==> config.mk <==
export PLATFORM = sky130hd
export DESIGN_NAME = regfile_param
export DESIGN_NICKNAME = d
export VERILOG_FILES = /design/src/rtl/regfile_param.sv
export SDC_FILE = /design/constraint.sdc
export NUM_CORES = 1
export LEC_CHECK = 0
export CAP_MARGIN = 30
export CORE_MARGIN = 2
export CORE_UTILIZATION = 45
export DETAILED_ROUTE_END_ITERATION = 8
export DONT_BUFFER_PORTS = 1
export SETUP_SLACK_MARGIN = 0.1
export SLEW_MARGIN = 10
export SYNTH_ARGS = -nofsm -noshare
export SYNTH_HDL_FRONTEND = slang
export SYNTH_SLANG_ARGS = --single-unit
==> constraint.sdc <==
create_clock -name CLK -period 3.6 [get_ports CLK]
set_input_delay 0.9 -clock CLK [delete_from_list [all_inputs] [get_ports CLK]]
set_output_delay 0.9 -clock CLK [all_outputs]
set_load 0.05 [all_outputs]
==> src/rtl/regfile_param.sv <==
// Parametrised 2-read/1-write register file with byte enables, optional zero
// register, optional write-to-read bypass and a one-entry-per-cycle clear sequencer.
module regfile_param #(
    parameter int WIDTH    = 32,
    parameter int DEPTH    = 32,
    parameter int AW       = $clog2(DEPTH),
    parameter bit ZERO_REG = 1'b1,
    parameter bit BYPASS   = 1'b1
) (
    input  logic               CLK,
    input  logic               RST,
    input  logic [AW-1:0]      ReadReg1,
    input  logic [AW-1:0]      ReadReg2,
    output logic [WIDTH-1:0]   ReadData1,
    output logic [WIDTH-1:0]   ReadData2,
    input  logic [AW-1:0]      WriteReg,
    input  logic [WIDTH-1:0]   WriteData,
    input  logic [WIDTH/8-1:0] WriteMask,
    input  logic               RegWrite,
    output logic               Busy
);
    localparam int NB = WIDTH / 8;

    logic [WIDTH-1:0] regs [DEPTH];
    logic [AW-1:0]    cnt;
    logic             busyQ;
    logic             writeOk;
    logic [WIDTH-1:0] stored1;
    logic [WIDTH-1:0] stored2;

    function automatic logic inRange(input logic [AW-1:0] addr);
        return 32'(addr) < 32'(DEPTH);
    endfunction

    function automatic logic [WIDTH-1:0] mergeBytes(
        input logic [WIDTH-1:0] oldWord,
        input logic [WIDTH-1:0] newWord,
        input logic [NB-1:0]    mask
    );
        logic [WIDTH-1:0] res;
        res = oldWord;
        for (int i = 0; i < NB; i++) begin
            if (mask[i]) res[8*i +: 8] = newWord[8*i +: 8];
        end
        return res;
    endfunction

    function automatic logic [WIDTH-1:0] readSel(
        input logic [AW-1:0]    addr,
        input logic [WIDTH-1:0] stored,
        input logic             busy,
        input logic             wrOk,
        input logic [AW-1:0]    wrAddr,
        input logic [WIDTH-1:0] wrData,
        input logic [NB-1:0]    wrMask
    );
        if (busy || !inRange(addr) || (ZERO_REG && addr == '0)) return '0;
        if (BYPASS && wrOk && wrAddr == addr) return mergeBytes(stored, wrData, wrMask);
        return stored;
    endfunction

    // A write qualifies on address alone; the busy/reset gating is applied at the storage edge.
    assign writeOk = RegWrite && inRange(WriteReg) && !(ZERO_REG && WriteReg == '0);

    always_ff @(posedge CLK) begin
        if (RST) begin
            cnt   <= '0;
            busyQ <= 1'b1;
        end else if (busyQ) begin
            if (32'(cnt) == 32'(DEPTH - 1)) busyQ <= 1'b0;
            else                            cnt   <= cnt + AW'(1);
        end
    end

    // Storage has no reset of its own; the sequencer zeroes it once RST drops.
    always_ff @(posedge CLK) begin
        if (!RST) begin
            if (busyQ)        regs[cnt]      <= '0;
            else if (writeOk) regs[WriteReg] <= mergeBytes(regs[WriteReg], WriteData, WriteMask);
        end
    end

    assign stored1   = regs[ReadReg1];
    assign stored2   = regs[ReadReg2];
    assign ReadData1 = readSel(ReadReg1, stored1, busyQ, writeOk, WriteReg, WriteData, WriteMask);
    assign ReadData2 = readSel(ReadReg2, stored2, busyQ, writeOk, WriteReg, WriteData, WriteMask);
    assign Busy      = busyQ;

endmodule

==> results of run 1 <==
## cells in the final DEF (no fill, tap or decap), types with 17 or more instances in the layout
cell | netlist | layout
edfxtp_1 | 1024 | 1024
mux4_2 | 445 | 445
mux2i_1 | 243 | 240
buf_4 | 30 | 222
clkbuf_16 | 0 | 109
buf_12 | 0 | 80
nand2_1 | 121 | 62
nor3_1 | 88 | 60
nor3_2 | 26 | 52
a221oi_1 | 101 | 50
nand2b_4 | 0 | 48
nand3_1 | 92 | 45
a21oi_1 | 61 | 39
nor4_2 | 3 | 37
a221oi_2 | 0 | 33
and2_1 | 34 | 33
clkinv_2 | 0 | 31
nand3_4 | 0 | 30
nand2_2 | 1 | 29
nand2b_1 | 77 | 28
nand2_4 | 0 | 27
nor2_1 | 27 | 26
a22oi_1 | 35 | 25
o21ai_0 | 47 | 25
clkinv_1 | 0 | 22
buf_6 | 5 | 20
o211ai_1 | 18 | 18
a221oi_4 | 0 | 18
nand3_2 | 0 | 17
clkbuf_1 | 128 | 17
## what timing repair did
item	CTS	global route
resized for setup	71	233
buffers inserted	9	20
cloned	2	5
pin swaps	32	133
endpoints found under the setup margin	64	116
## registers in the layout, summed over array words and instances (netlist names)
name	flops
Busy	1
cnt	5
regs	1024
## report_power, final
part           switching [mW]  leakage (nW)  internal [mW]
logic                   0.825          9.00          0.888
clock network            4.71          1.63           6.00
registers              0.0415          8.34           13.1
## cell families after synthesis
| group | count (synthesis) |
|---|---|
| flip-flops | 1030 |
| multiplexers | 690 |
| AND/OR/NAND/NOR | 538 |
| AO/OA/AOI/OAI | 342 |
| buffers and inverters | 260 |
| XOR/XNOR | 13 |
| adder cells (fa/ha/maj) | 2 |
## per-layer routing
metal	vias to the layer above	global-route usage, %	wire length, µm
met1	16490	36.28	61320
met4	2	10.31	5868
met2	1481	44.12	76520
met5	-	0	13
li1	12548	-	-
met3	255	4.635	12290
## through the flow
step / TNS, ns / cell area (µm²) / worst slack [ns] / hold WS (ns) / instances
2_1_floorplan: -14.99 / 51470 / -0.1460 / 0.5431 / 2875
3_3_place_gp: -32.23 / 55010 / -0.6189 / 0.5814 / 4399
3_5_place_dp: -80.48 / 55110 / -0.2994 / 0.6035 / 4407
4_1_cts: -0.02504 / 58920 / -0.01078 / 0.2564 / 4613
5_1_grt: -9.033 / 60820 / -0.4489 / 0.2808 / 4653
6_report: -14.10 / 60820 / -0.6715 / 0.3027 / 4653
## layout make-up
cell class,instances,area share [%]
clock buffer,122,4.425
tap,1488,3.061
sequential,1030,50.76
timing repair buffer,346,6.462
inverter,7,0.04937
clock inverter,74,1.027
multi-input combinational,1586,34.22
## how the worst max path moves through the flow
stage	startpoint	cells past startpoint	endpoint
2_1_floorplan	WriteReg[1]	9	regs[28][24]$_DFFE_PP_
3_3_place_gp	ReadReg1[0]	8	ReadData1[2]
3_5_place_dp	WriteReg[4]	6	regs[21][1]$_DFFE_PP_
4_1_cts	ReadReg2[0]	8	ReadData2[1]
5_1_grt	ReadReg1[0]	6	ReadData1[12]
6_report	ReadReg1[0]	6	ReadData1[12]
## worst register-to-register path, cell delays in order (launching register included)
cell and delay (ns):
dfxtp_1 0.37, nor4_4 0.45, buf_4 0.19, mux2_2 0.38, or2_1 0.45, nor3_2 0.43, buf_12 0.21
==> metrics.md, run 1 <==
| Metric | Value |
|---|---|
| Status | `finished, violations left` |
| Failing checks | `negative setup slack` |
| Fin crit period | `4.271 ns` |
| Hold_sp | `RST` |
| Largest area contributor in the netlist | `edfxtp_1` |
| Synthesized flop and latch total | `1,030` |
| Clock slew at reported path FFs | `0.06 ns` |
| Die Area | `114,100 µm²` |
| Port bufs | `0` |
| Critical Path End Type | `primary output` |
| Hold Path Stages | `1` |
| Main combinational cell family by area after synthesis | `multiplexers` |
| Crit-path slowest cell | `mux4_2` |
| Unrepaired setup endpoints after global routing | `yes` |
| Period utilisation layout | `118.7%` |
| H-tree depth | `3` |
| Via Count | `30,776` |
| Fin util | `55.03%` |
| DRC violations left | `0` |
| Max VDD drop | `0.0003331 V` |
| # hold bufs at CTS | `0` |
| Gate Count Post-Synth | `2,875` |
| Worst path arrival time | `3.37 ns` |
| Top cells by area, synth | `edfxtp_1, mux4_2, mux2i_1` |
| # nets final | `3,132` |
| Setup ws final | `-0.6715 ns` |
| Max cap viols | `0` |
| DRT iter0 DRCs | `3,673` |
| Critical path launch point type | `primary input` |
| Critical path peak fanout | `364` |
| Die extent in x | `337.7 µm` |
| Slew margin rel. | `5.688%` |
| Largest net degree at the start of global routing | `365` |
| Initial Utilization | `45.35%` |
| Detailed Place HPWL | `92,470 µm` |
| CTS Root Cell | `clkbuf_16` |
| XOR/XNOR share of the synthesized area | `0.2272%` |
| Global-route wire length before repair | `220,400 µm` |
| Hold Violations, Final | `0` |
| FF/Latch Area | `30,870 µm²` |
| CTS tree | `built` |
| Synth Area in Compound Gates | `5.007%` |
| Final setup violation count | `64` |
| PwrDens | `420.0 nW/µm²` |
| Hold Path Class | `in -> reg` |
| I/O Pins | `119` |
| Lkg Pwr | `18.97 nW` |
| Most instantiated library cell after synthesis | `edfxtp_1` |
| Proportion of synthesized area in mux cells | `24.90%` |
| Hold Path End | `cnt[1]$_SDFFE_PP0P_` |
| Asr flop ratio synth | `0%` |
| Synth Area in Adders | `0.04993%` |
| Clock skew | `0.02026 ns` |
| Top_reg_cell synth | `edfxtp_1` |
| EDFF count, synth | `1,024` |
| Vias per inst | `6.614` |
| Overflow after GRT | `0` |
| Ant diodes | `0` |
| Rows | `122` |
| Fmax | `234.1 MHz` |
| Synth Cell Area | `50,120 µm²` |
| Drt first pass iters | `7` |
| Fillers | `8,516` |
| Maximum clock path buffer count | `3` |
| Post-synth top cells | `edfxtp_1, mux4_2, mux2i_1, clkbuf_1, nand2_1` |
| Syn Area/Cell | `17.43 µm²` |
| Layout area overhead | `21.34%` |
| Worst-Margin Slew | `1.415 ns` |
| Clock latency on the worst-skew pair | `0.68 ns` |
| R2R Path End | `regs[0][14]$_DFFE_PP_` |
| Synth Area in Simple Gates | `5.809%` |
| Syn. warnings | `0` |
| TritonCTS buffer count | `105` |
| Layout cells sized above 1 | `43.06%` |
| Top-area cell type share of the netlist area | `61.35%` |
| Routability cong. | `0.8268` |
| Area of the multi-input gates | `20,810 µm²` |
| Initial antenna violation count | `2` |
| Crit path buffers/inverters | `0` |
| WL per Instance | `33.53 µm` |
| Gr usage total | `26.97%` |
| Yosys cell types | `54` |
| Core Box Area | `110,500 µm²` |
| Tot Pwr | `25.54 mW` |
| CP required | `2.70 ns` |
| Vias in the first global route | `31,236` |
| R2R setup slack | `0.82 ns` |
| Max Slew Vio Count | `0` |
| Syn_nets | `2,931` |
| Seq/Total Area, Yosys | `61.59%` |
| Clock sink total | `1,030` |
| Die Height | `337.7 µm` |
| Critical path cell sequence | `mux4_2 > or2_4 > a21o_1 > o311a_1 > o21ai_2 > nand2_4` |
| Slowest Stage Delay on Critical Path | `0.93 ns` |
| Post-route antenna net violation count | `0` |
| Delay-heaviest family, CP | `multiplexers` |
| RR Startpoint | `Busy$_SDFF_PP1_` |
| Routed WL | `156,000 µm` |
| Crit Path Class | `in -> out` |
| FF-to-FF path depth | `6` |
(Power assumes the default switching activity.)
==> run 2: changes to the inputs <==
- GPL_ROUTABILITY_DRIVEN: not set -> 0
==> results of run 2 <==
Final layout, timing and power as in run 1 (identical DEF).
